==> src/rtl/ff_pkg.sv <==
// Shared definitions for the mode-programmable flip-flop bank.
//   mode_t  : 2-bit next-state law selector
//   MODE_*  : encodings for D, T, JK and SR behaviour
package ff_pkg;

  localparam int unsigned MODE_W = 2;

  typedef logic [MODE_W-1:0] mode_t;

  localparam mode_t MODE_D  = 2'b00;
  localparam mode_t MODE_T  = 2'b01;
  localparam mode_t MODE_JK = 2'b10;
  localparam mode_t MODE_SR = 2'b11;

endpackage

==> src/rtl/ff_mode_bank_if.sv <==
// Control/data bundle for ff_mode_bank.
//   master : drives en, mode_we, mode_in, a, b, err_clr; observes state outputs
//   slave  : the bank itself; drives q, qb, mode_q, illegal, illegal_cnt
interface ff_mode_bank_if
  import ff_pkg::*;
#(
  parameter int unsigned WIDTH = 8,
  parameter int unsigned CNT_W = 4
);

  logic             en;
  logic             mode_we;
  mode_t            mode_in;
  logic [WIDTH-1:0] a;
  logic [WIDTH-1:0] b;
  logic             err_clr;
  logic [WIDTH-1:0] q;
  logic [WIDTH-1:0] qb;
  mode_t            mode_q;
  logic [WIDTH-1:0] illegal;
  logic [CNT_W-1:0] illegal_cnt;

  modport master (
    output en, mode_we, mode_in, a, b, err_clr,
    input  q, qb, mode_q, illegal, illegal_cnt
  );

  modport slave (
    input  en, mode_we, mode_in, a, b, err_clr,
    output q, qb, mode_q, illegal, illegal_cnt
  );

endinterface

==> src/rtl/ff_cell.sv <==
// One flip-flop channel whose next-state law follows the supplied mode.
//   clk, reset  : rising-edge clock, async active-high reset (q <= RESET_VAL)
//   en          : update enable
//   mode        : D / T / JK / SR
//   a, b        : D/T/J/S and -/-/K/R inputs
//   q           : registered state
//   illegal_evt : combinational, SR with S=R=1 while enabled
module ff_cell
  import ff_pkg::*;
#(
  parameter logic RESET_VAL = 1'b0
) (
  input  logic  clk,
  input  logic  reset,
  input  logic  en,
  input  mode_t mode,
  input  logic  a,
  input  logic  b,
  output logic  q,
  output logic  illegal_evt
);

  logic r_q;
  logic w_q_next;

  // Next-state law; S=R=1 holds rather than producing an undefined value
  always_comb begin
    w_q_next = r_q;
    if (en) begin
      case (mode)
        MODE_D:  w_q_next = a;
        MODE_T:  w_q_next = a ? ~r_q : r_q;
        MODE_JK: begin
          case ({a, b})
            2'b01:   w_q_next = 1'b0;
            2'b10:   w_q_next = 1'b1;
            2'b11:   w_q_next = ~r_q;
            default: w_q_next = r_q;
          endcase
        end
        default: begin
          case ({a, b})
            2'b01:   w_q_next = 1'b0;
            2'b10:   w_q_next = 1'b1;
            default: w_q_next = r_q;
          endcase
        end
      endcase
    end
  end

  always_ff @(posedge clk or posedge reset) begin
    if (reset) r_q <= RESET_VAL;
    else       r_q <= w_q_next;
  end

  assign q           = r_q;
  assign illegal_evt = en & (mode == MODE_SR) & a & b;

endmodule

==> src/rtl/ff_mode_bank.sv <==
// WIDTH-channel register bank with a run-time selectable flip-flop law,
// sticky per-channel SR-illegal flags and a saturating illegal-cycle counter.
//   clk, reset : rising-edge clock, async active-high reset
//   bus        : slave side of ff_mode_bank_if (controls in, state out)
module ff_mode_bank
  import ff_pkg::*;
#(
  parameter int unsigned      WIDTH     = 8,
  parameter int unsigned      CNT_W     = 4,
  parameter logic [WIDTH-1:0] RESET_VAL = '0,
  parameter mode_t            MODE_RST  = MODE_D
) (
  input  logic         clk,
  input  logic         reset,
  ff_mode_bank_if.slave bus
);

  localparam logic [CNT_W-1:0] CNT_MAX = {CNT_W{1'b1}};

  mode_t            r_mode;
  logic [WIDTH-1:0] r_illegal;
  logic [CNT_W-1:0] r_cnt;
  logic [WIDTH-1:0] w_q;
  logic [WIDTH-1:0] w_evt;
  logic             w_any_evt;

  // Channel array; every cell sees the mode in force before any same-cycle write
  for (genvar i = 0; i < WIDTH; i++) begin : g_cell
    ff_cell #(
      .RESET_VAL (RESET_VAL[i])
    ) u_cell (
      .clk         (clk),
      .reset       (reset),
      .en          (bus.en),
      .mode        (r_mode),
      .a           (bus.a[i]),
      .b           (bus.b[i]),
      .q           (w_q[i]),
      .illegal_evt (w_evt[i])
    );
  end

  assign w_any_evt = |w_evt;

  // Mode register
  always_ff @(posedge clk or posedge reset) begin
    if (reset)            r_mode <= MODE_RST;
    else if (bus.mode_we) r_mode <= bus.mode_in;
  end

  // Sticky flags; on clear, same-cycle events replace the old flags
  always_ff @(posedge clk or posedge reset) begin
    if (reset)            r_illegal <= '0;
    else if (bus.err_clr) r_illegal <= w_evt;
    else                  r_illegal <= r_illegal | w_evt;
  end

  // One count per cycle with any event, saturating at all-ones
  always_ff @(posedge clk or posedge reset) begin
    if (reset)                            r_cnt <= '0;
    else if (bus.err_clr)                 r_cnt <= w_any_evt ? CNT_W'(1) : '0;
    else if (w_any_evt && r_cnt != CNT_MAX) r_cnt <= r_cnt + CNT_W'(1);
  end

  assign bus.q           = w_q;
  assign bus.qb          = ~w_q;
  assign bus.mode_q      = r_mode;
  assign bus.illegal     = r_illegal;
  assign bus.illegal_cnt = r_cnt;

endmodule

==> src/flat_wrapper.sv <==
// flat-port wrapper written by rule: the top's interface ports become plain ports
module ff_mode_bank_flat import ff_pkg::*;
#(
  parameter int unsigned      WIDTH     = 8,
  parameter int unsigned      CNT_W     = 4,
  parameter logic [WIDTH-1:0] RESET_VAL = '0,
  parameter mode_t            MODE_RST  = MODE_D
)
  (clk, reset, bus_en, bus_mode_we, bus_mode_in, bus_a, bus_b, bus_err_clr, bus_q, bus_qb, bus_mode_q, bus_illegal, bus_illegal_cnt);
  ff_mode_bank_if #(.WIDTH(WIDTH), .CNT_W(CNT_W)) bus_i ();
  input  logic clk;
  input  logic reset;
  input wire logic [$bits(bus_i.en)-1:0] bus_en;
  input wire logic [$bits(bus_i.mode_we)-1:0] bus_mode_we;
  input wire logic [$bits(bus_i.mode_in)-1:0] bus_mode_in;
  input wire logic [$bits(bus_i.a)-1:0] bus_a;
  input wire logic [$bits(bus_i.b)-1:0] bus_b;
  input wire logic [$bits(bus_i.err_clr)-1:0] bus_err_clr;
  output wire logic [$bits(bus_i.q)-1:0] bus_q;
  output wire logic [$bits(bus_i.qb)-1:0] bus_qb;
  output wire logic [$bits(bus_i.mode_q)-1:0] bus_mode_q;
  output wire logic [$bits(bus_i.illegal)-1:0] bus_illegal;
  output wire logic [$bits(bus_i.illegal_cnt)-1:0] bus_illegal_cnt;
  assign bus_i.en = bus_en;
  assign bus_i.mode_we = bus_mode_we;
  assign bus_i.mode_in = bus_mode_in;
  assign bus_i.a = bus_a;
  assign bus_i.b = bus_b;
  assign bus_i.err_clr = bus_err_clr;
  assign bus_q = bus_i.q;
  assign bus_qb = bus_i.qb;
  assign bus_mode_q = bus_i.mode_q;
  assign bus_illegal = bus_i.illegal;
  assign bus_illegal_cnt = bus_i.illegal_cnt;
  ff_mode_bank #(.WIDTH(WIDTH), .CNT_W(CNT_W), .RESET_VAL(RESET_VAL), .MODE_RST(MODE_RST)) u_core (.clk(clk), .reset(reset), .bus(bus_i));
endmodule
==> config.mk <==
export PLATFORM = sky130hd
export DESIGN_NAME = ff_mode_bank_flat
export DESIGN_NICKNAME = d
export VERILOG_FILES = /design/src/rtl/ff_pkg.sv /design/src/rtl/ff_mode_bank_if.sv /design/src/rtl/ff_cell.sv /design/src/rtl/ff_mode_bank.sv /design/src/flat_wrapper.sv
export SDC_FILE = /design/constraint.sdc
export NUM_CORES = 1
export LEC_CHECK = 0
export CORE_MARGIN = 2
export CORE_UTILIZATION = 50
export CTS_CLUSTER_SIZE = 30
export DETAILED_ROUTE_END_ITERATION = 7
export HOLD_SLACK_MARGIN = 0.1
export PLACE_DENSITY = 0.88
export SLEW_MARGIN = 20
export SYNTH_ARGS = -nofsm -noshare
export SYNTH_HDL_FRONTEND = slang
export SYNTH_SLANG_ARGS = --single-unit
==> constraint.sdc <==
create_clock -name clk -period 4.47 [get_ports clk]
set_clock_uncertainty 0.1 [all_clocks]
set_input_delay 0.447 -clock clk [delete_from_list [all_inputs] [get_ports clk]]
set_output_delay 0.447 -clock clk [all_outputs]
set_load 0.005 [all_outputs]
==> flow_metrics.env <==
export IMPL_drt_initial_drc_count=102
export IMPL_cts_hold_buffers=0
export IMPL_grt_pass1_wl_um=6350
export IMPL_crit_cells=6
export IMPL_stdcell_area_sq_um=2280
export IMPL_clk_latency_ps=320
export IMPL_drive_gt1_share_pct=4.82
export IMPL_via_count=1485
export IMPL_p_int_mw=0.507
export IMPL_gp_congestion=0.876
export IMPL_nets=274
export IMPL_synthesis_nets=233
export IMPL_root_buffer="clkbuf_4"
export IMPL_p_seq_share_pct=35.5
export IMPL_finalSetupViolCount=0
export IMPL_grt_pass1_vias=1350
export IMPL_worstReg2RegStart="u_core.bus.mode_q[0]"
export IMPL_whs_endpoint="u_core.bus.illegal[2]"
export IMPL_hold_viol_final=0
export IMPL_worstReg2RegEnd="u_core.g_cell[2].u_cell.q"
export IMPL_swShare_pct=29.6
export IMPL_via_per_inst=5.42
export IMPL_rsz0062_at_grt="no"
export IMPL_p_leak_nw=1.06
export IMPL_antenna_found_initial=0
export IMPL_cts_resized=0
export IMPL_drv_cap=0
export IMPL_slew_headroom_pct=44.2
export IMPL_die_area_sq_um=3980
export IMPL_r2r_slack_ps=2530
export IMPL_start_util_pct=52.4
export IMPL_cp_data_required_time_ps=4630
export IMPL_top_level_ports=53
export IMPL_crit_chain="inv_1 > ha_1 > nor2_2 > o21ai_0 > nand3_1 > mux2i_1"
export IMPL_hpwl_um=3000
export IMPL_cp_end_kind="register"
export IMPL_hold_path_startpoint="u_core.bus.illegal[2]"
export IMPL_crit_path_start_kind="register"
export IMPL_clockBufferDepth=2
export IMPL_p_switching_mw=0.213
export IMPL_max_freq_ghz=0.517
export IMPL_period_share_pct=43.3
export IMPL_period_needed_ps=1940
export IMPL_status="completed"
export IMPL_portBuffers=52
export IMPL_grtUsageTotal_pct=19.9
export IMPL_wirelength_um=3970
export IMPL_peakVddDrop_uv=171
export IMPL_combPwrFrac_pct=42.5
export IMPL_cpPeakStageDelay_ps=450
export IMPL_path_buf_inv=1
export IMPL_finalSetupTns_ps=0
export IMPL_path_delay_family="simple AND/OR/NAND/NOR gates"
export IMPL_avgRoutedWirePerCell_um=14.5
export IMPL_critPathKind="register to register"
export IMPL_n_antenna_cell=0
export IMPL_r2r_cells=6
export IMPL_ys_types=30
export IMPL_clkPwrFrac_pct=22.0
export IMPL_p_per_area_nw_per_um2=316
export IMPL_num_rows=21
export IMPL_cp_arrival_ps=2090
export IMPL_hold_depth=1
export IMPL_path_max_fanout=9
export IMPL_syn_inst=188
export IMPL_tightestPinTransition_ps=837
export IMPL_postSynthAreaPerCell_sq_um=9.30
export IMPL_ys_seq_area_share_pct=31.5
export IMPL_cts_sinks=22
export IMPL_cts_tree="done"
export IMPL_core_sq_um=3340
export IMPL_die_h_um=63.1
export IMPL_drc=0
export IMPL_die_w_um=63.1
export IMPL_drt_first_pass_iters=4
export IMPL_clkSlewWorstSetupHoldPaths_ps=140
export IMPL_ant_nets=0
export IMPL_syn_area_sq_um=1750
export IMPL_slowest_stage="dfrtp_1"
export IMPL_yosys_register_bits=22
export IMPL_cts_buffers=3
export IMPL_htree_num_levels=1
export IMPL_grt_overflow=0
export IMPL_post_cts_buffers=0
export IMPL_finalMaxSlewViolations=0
export IMPL_ys_warnings_count=0
export IMPL_dpl_cell_area_sq_um=2220
export IMPL_grt_max_degree=23
export IMPL_hold_path_class="register to register"
export IMPL_area_growth_pct=30.2
-- registers in the layout, indices dropped and copies added, names as in the netlist --
signal,count
u_core.g_cell.u_cell.q,8
u_core.bus.illegal,8
u_core.bus.illegal_cnt,4
u_core.bus.mode_q,2
-- power groups by stage --
stage	Combinational, mW	Sequential [mW]	Clock, mW
2_1_floorplan	0.181	0.254	0
3_3_place_gp	0.300	0.260	0
4_1_cts	0.308	0.256	0.162
6_report	0.306	0.256	0.158
3_5_place_dp	0.306	0.260	0
5_1_grt	0.332	0.261	0.170
-- Yosys cell counts --
library cell | number | area, sq um
o21ai_1 | 2 | 10.0
o32ai_2 | 1 | 16.3
o221a_1 | 1 | 11.3
nor2_2 | 1 | 6.26
inv_1 | 21 | 78.8
nor2b_1 | 9 | 56.3
dfrtp_1 | 22 | 551
clkbuf_1 | 2 | 7.51
and2_1 | 1 | 6.26
and3_1 | 1 | 6.26
nand3_1 | 9 | 45.0
buf_4 | 10 | 75.1
o21ai_0 | 8 | 40.0
or2b_1 | 2 | 15.0
and4_4 | 2 | 22.5
nand2_1 | 14 | 52.6
buf_2 | 4 | 20.0
nand2_2 | 1 | 6.26
or2_1 | 1 | 6.26
a21oi_1 | 9 | 45.0
mux2i_1 | 9 | 90.1
or3_1 | 1 | 6.26
a2bb2oi_1 | 16 | 140
o2bb2ai_1 | 8 | 70.1
o21a_1 | 1 | 7.51
a211oi_1 | 1 | 7.51
nand2b_1 | 6 | 37.5
mux2_1 | 1 | 11.3
a211oi_2 | 2 | 25.0
ha_1 | 22 | 275
-- cells by family (layout without fill, tap and decap cells) --
kind of cell,Yosys count,after routing,synth area share (%)
AO/OA/AOI/OAI,49,49,21.3
adder cells (fa/ha/maj),22,22,15.7
buffers and inverters,37,77,10.4
flip-flops,22,22,31.5
multiplexers,10,10,5.80
AND/OR/NAND/NOR,48,48,15.2
-- metrics by stage --
step | utilization [%] | setup slack (ps) | hold WS [ps] | total power, mW | std cells
CTS | 68.2 | 2530 | 412 | 0.726 | 274
floorplan | - | 2860 | 336 | 0.435 | 188
detailed placement | 66.6 | 2260 | 379 | 0.566 | 270
global placement | 66.6 | 2290 | 386 | 0.559 | 270
finish | 68.2 | 2530 | 408 | 0.720 | 274
global route | 68.2 | 2410 | 424 | 0.763 | 274
-- layout by cell type, fill, tap and decap left out, types with 2 or more instances in the layout --
| cell type | synthesis | final |
|---|---|---|
| nor2b_1 | 9 | 9 |
| dfrtp_1 | 22 | 22 |
| clkbuf_4 | 0 | 3 |
| inv_1 | 21 | 21 |
| nand2b_1 | 6 | 6 |
| nand3_1 | 9 | 9 |
| a2bb2oi_1 | 16 | 16 |
| o21ai_0 | 8 | 8 |
| o2bb2ai_1 | 8 | 8 |
| ha_1 | 22 | 22 |
| o21ai_1 | 2 | 2 |
| mux2i_1 | 9 | 9 |
| nand2_1 | 14 | 14 |
| and4_4 | 2 | 2 |
| a211oi_2 | 2 | 2 |
| clkdlybuf4s50_1 | 0 | 52 |
| a21oi_1 | 9 | 9 |
| or2b_1 | 2 | 2 |
-- routing by layer --
layer / up-vias / GRT usage, % / wire, um
met2: 55 / 33.4 / 1890
met4: 0 / 5.00 / 57
met1: 693 / 26.8 / 1770
li1: 730 / - / -
met5: - / 0 / 0
met3: 7 / 3.04 / 246
-- layout make-up --
cell class / count / area, sq um
clock buffers: 3 / 22.5
clock inverters: 1 / 30.0
fillers: 271 / 1060
inverters: 21 / 78.8
multi-input cells: 129 / 1020
flip-flops and latches: 22 / 551
well taps: 46 / 57.6
repair buffers: 52 / 520
-- worst max-delay path by stage --
stage	slack, ps	start	to
2_1_floorplan	2860	u_core.bus.mode_q[0]	u_core.g_cell[0].u_cell.q
3_3_place_gp	2290	bus_en	u_core.bus.illegal_cnt[3]
3_5_place_dp	2260	bus_en	u_core.bus.illegal_cnt[3]
4_1_cts	2530	u_core.bus.mode_q[0]	u_core.g_cell[2].u_cell.q
5_1_grt	2410	u_core.bus.mode_q[0]	u_core.g_cell[2].u_cell.q
6_report	2530	u_core.bus.mode_q[0]	u_core.g_cell[2].u_cell.q
Power figures use the tool's default switching activity.
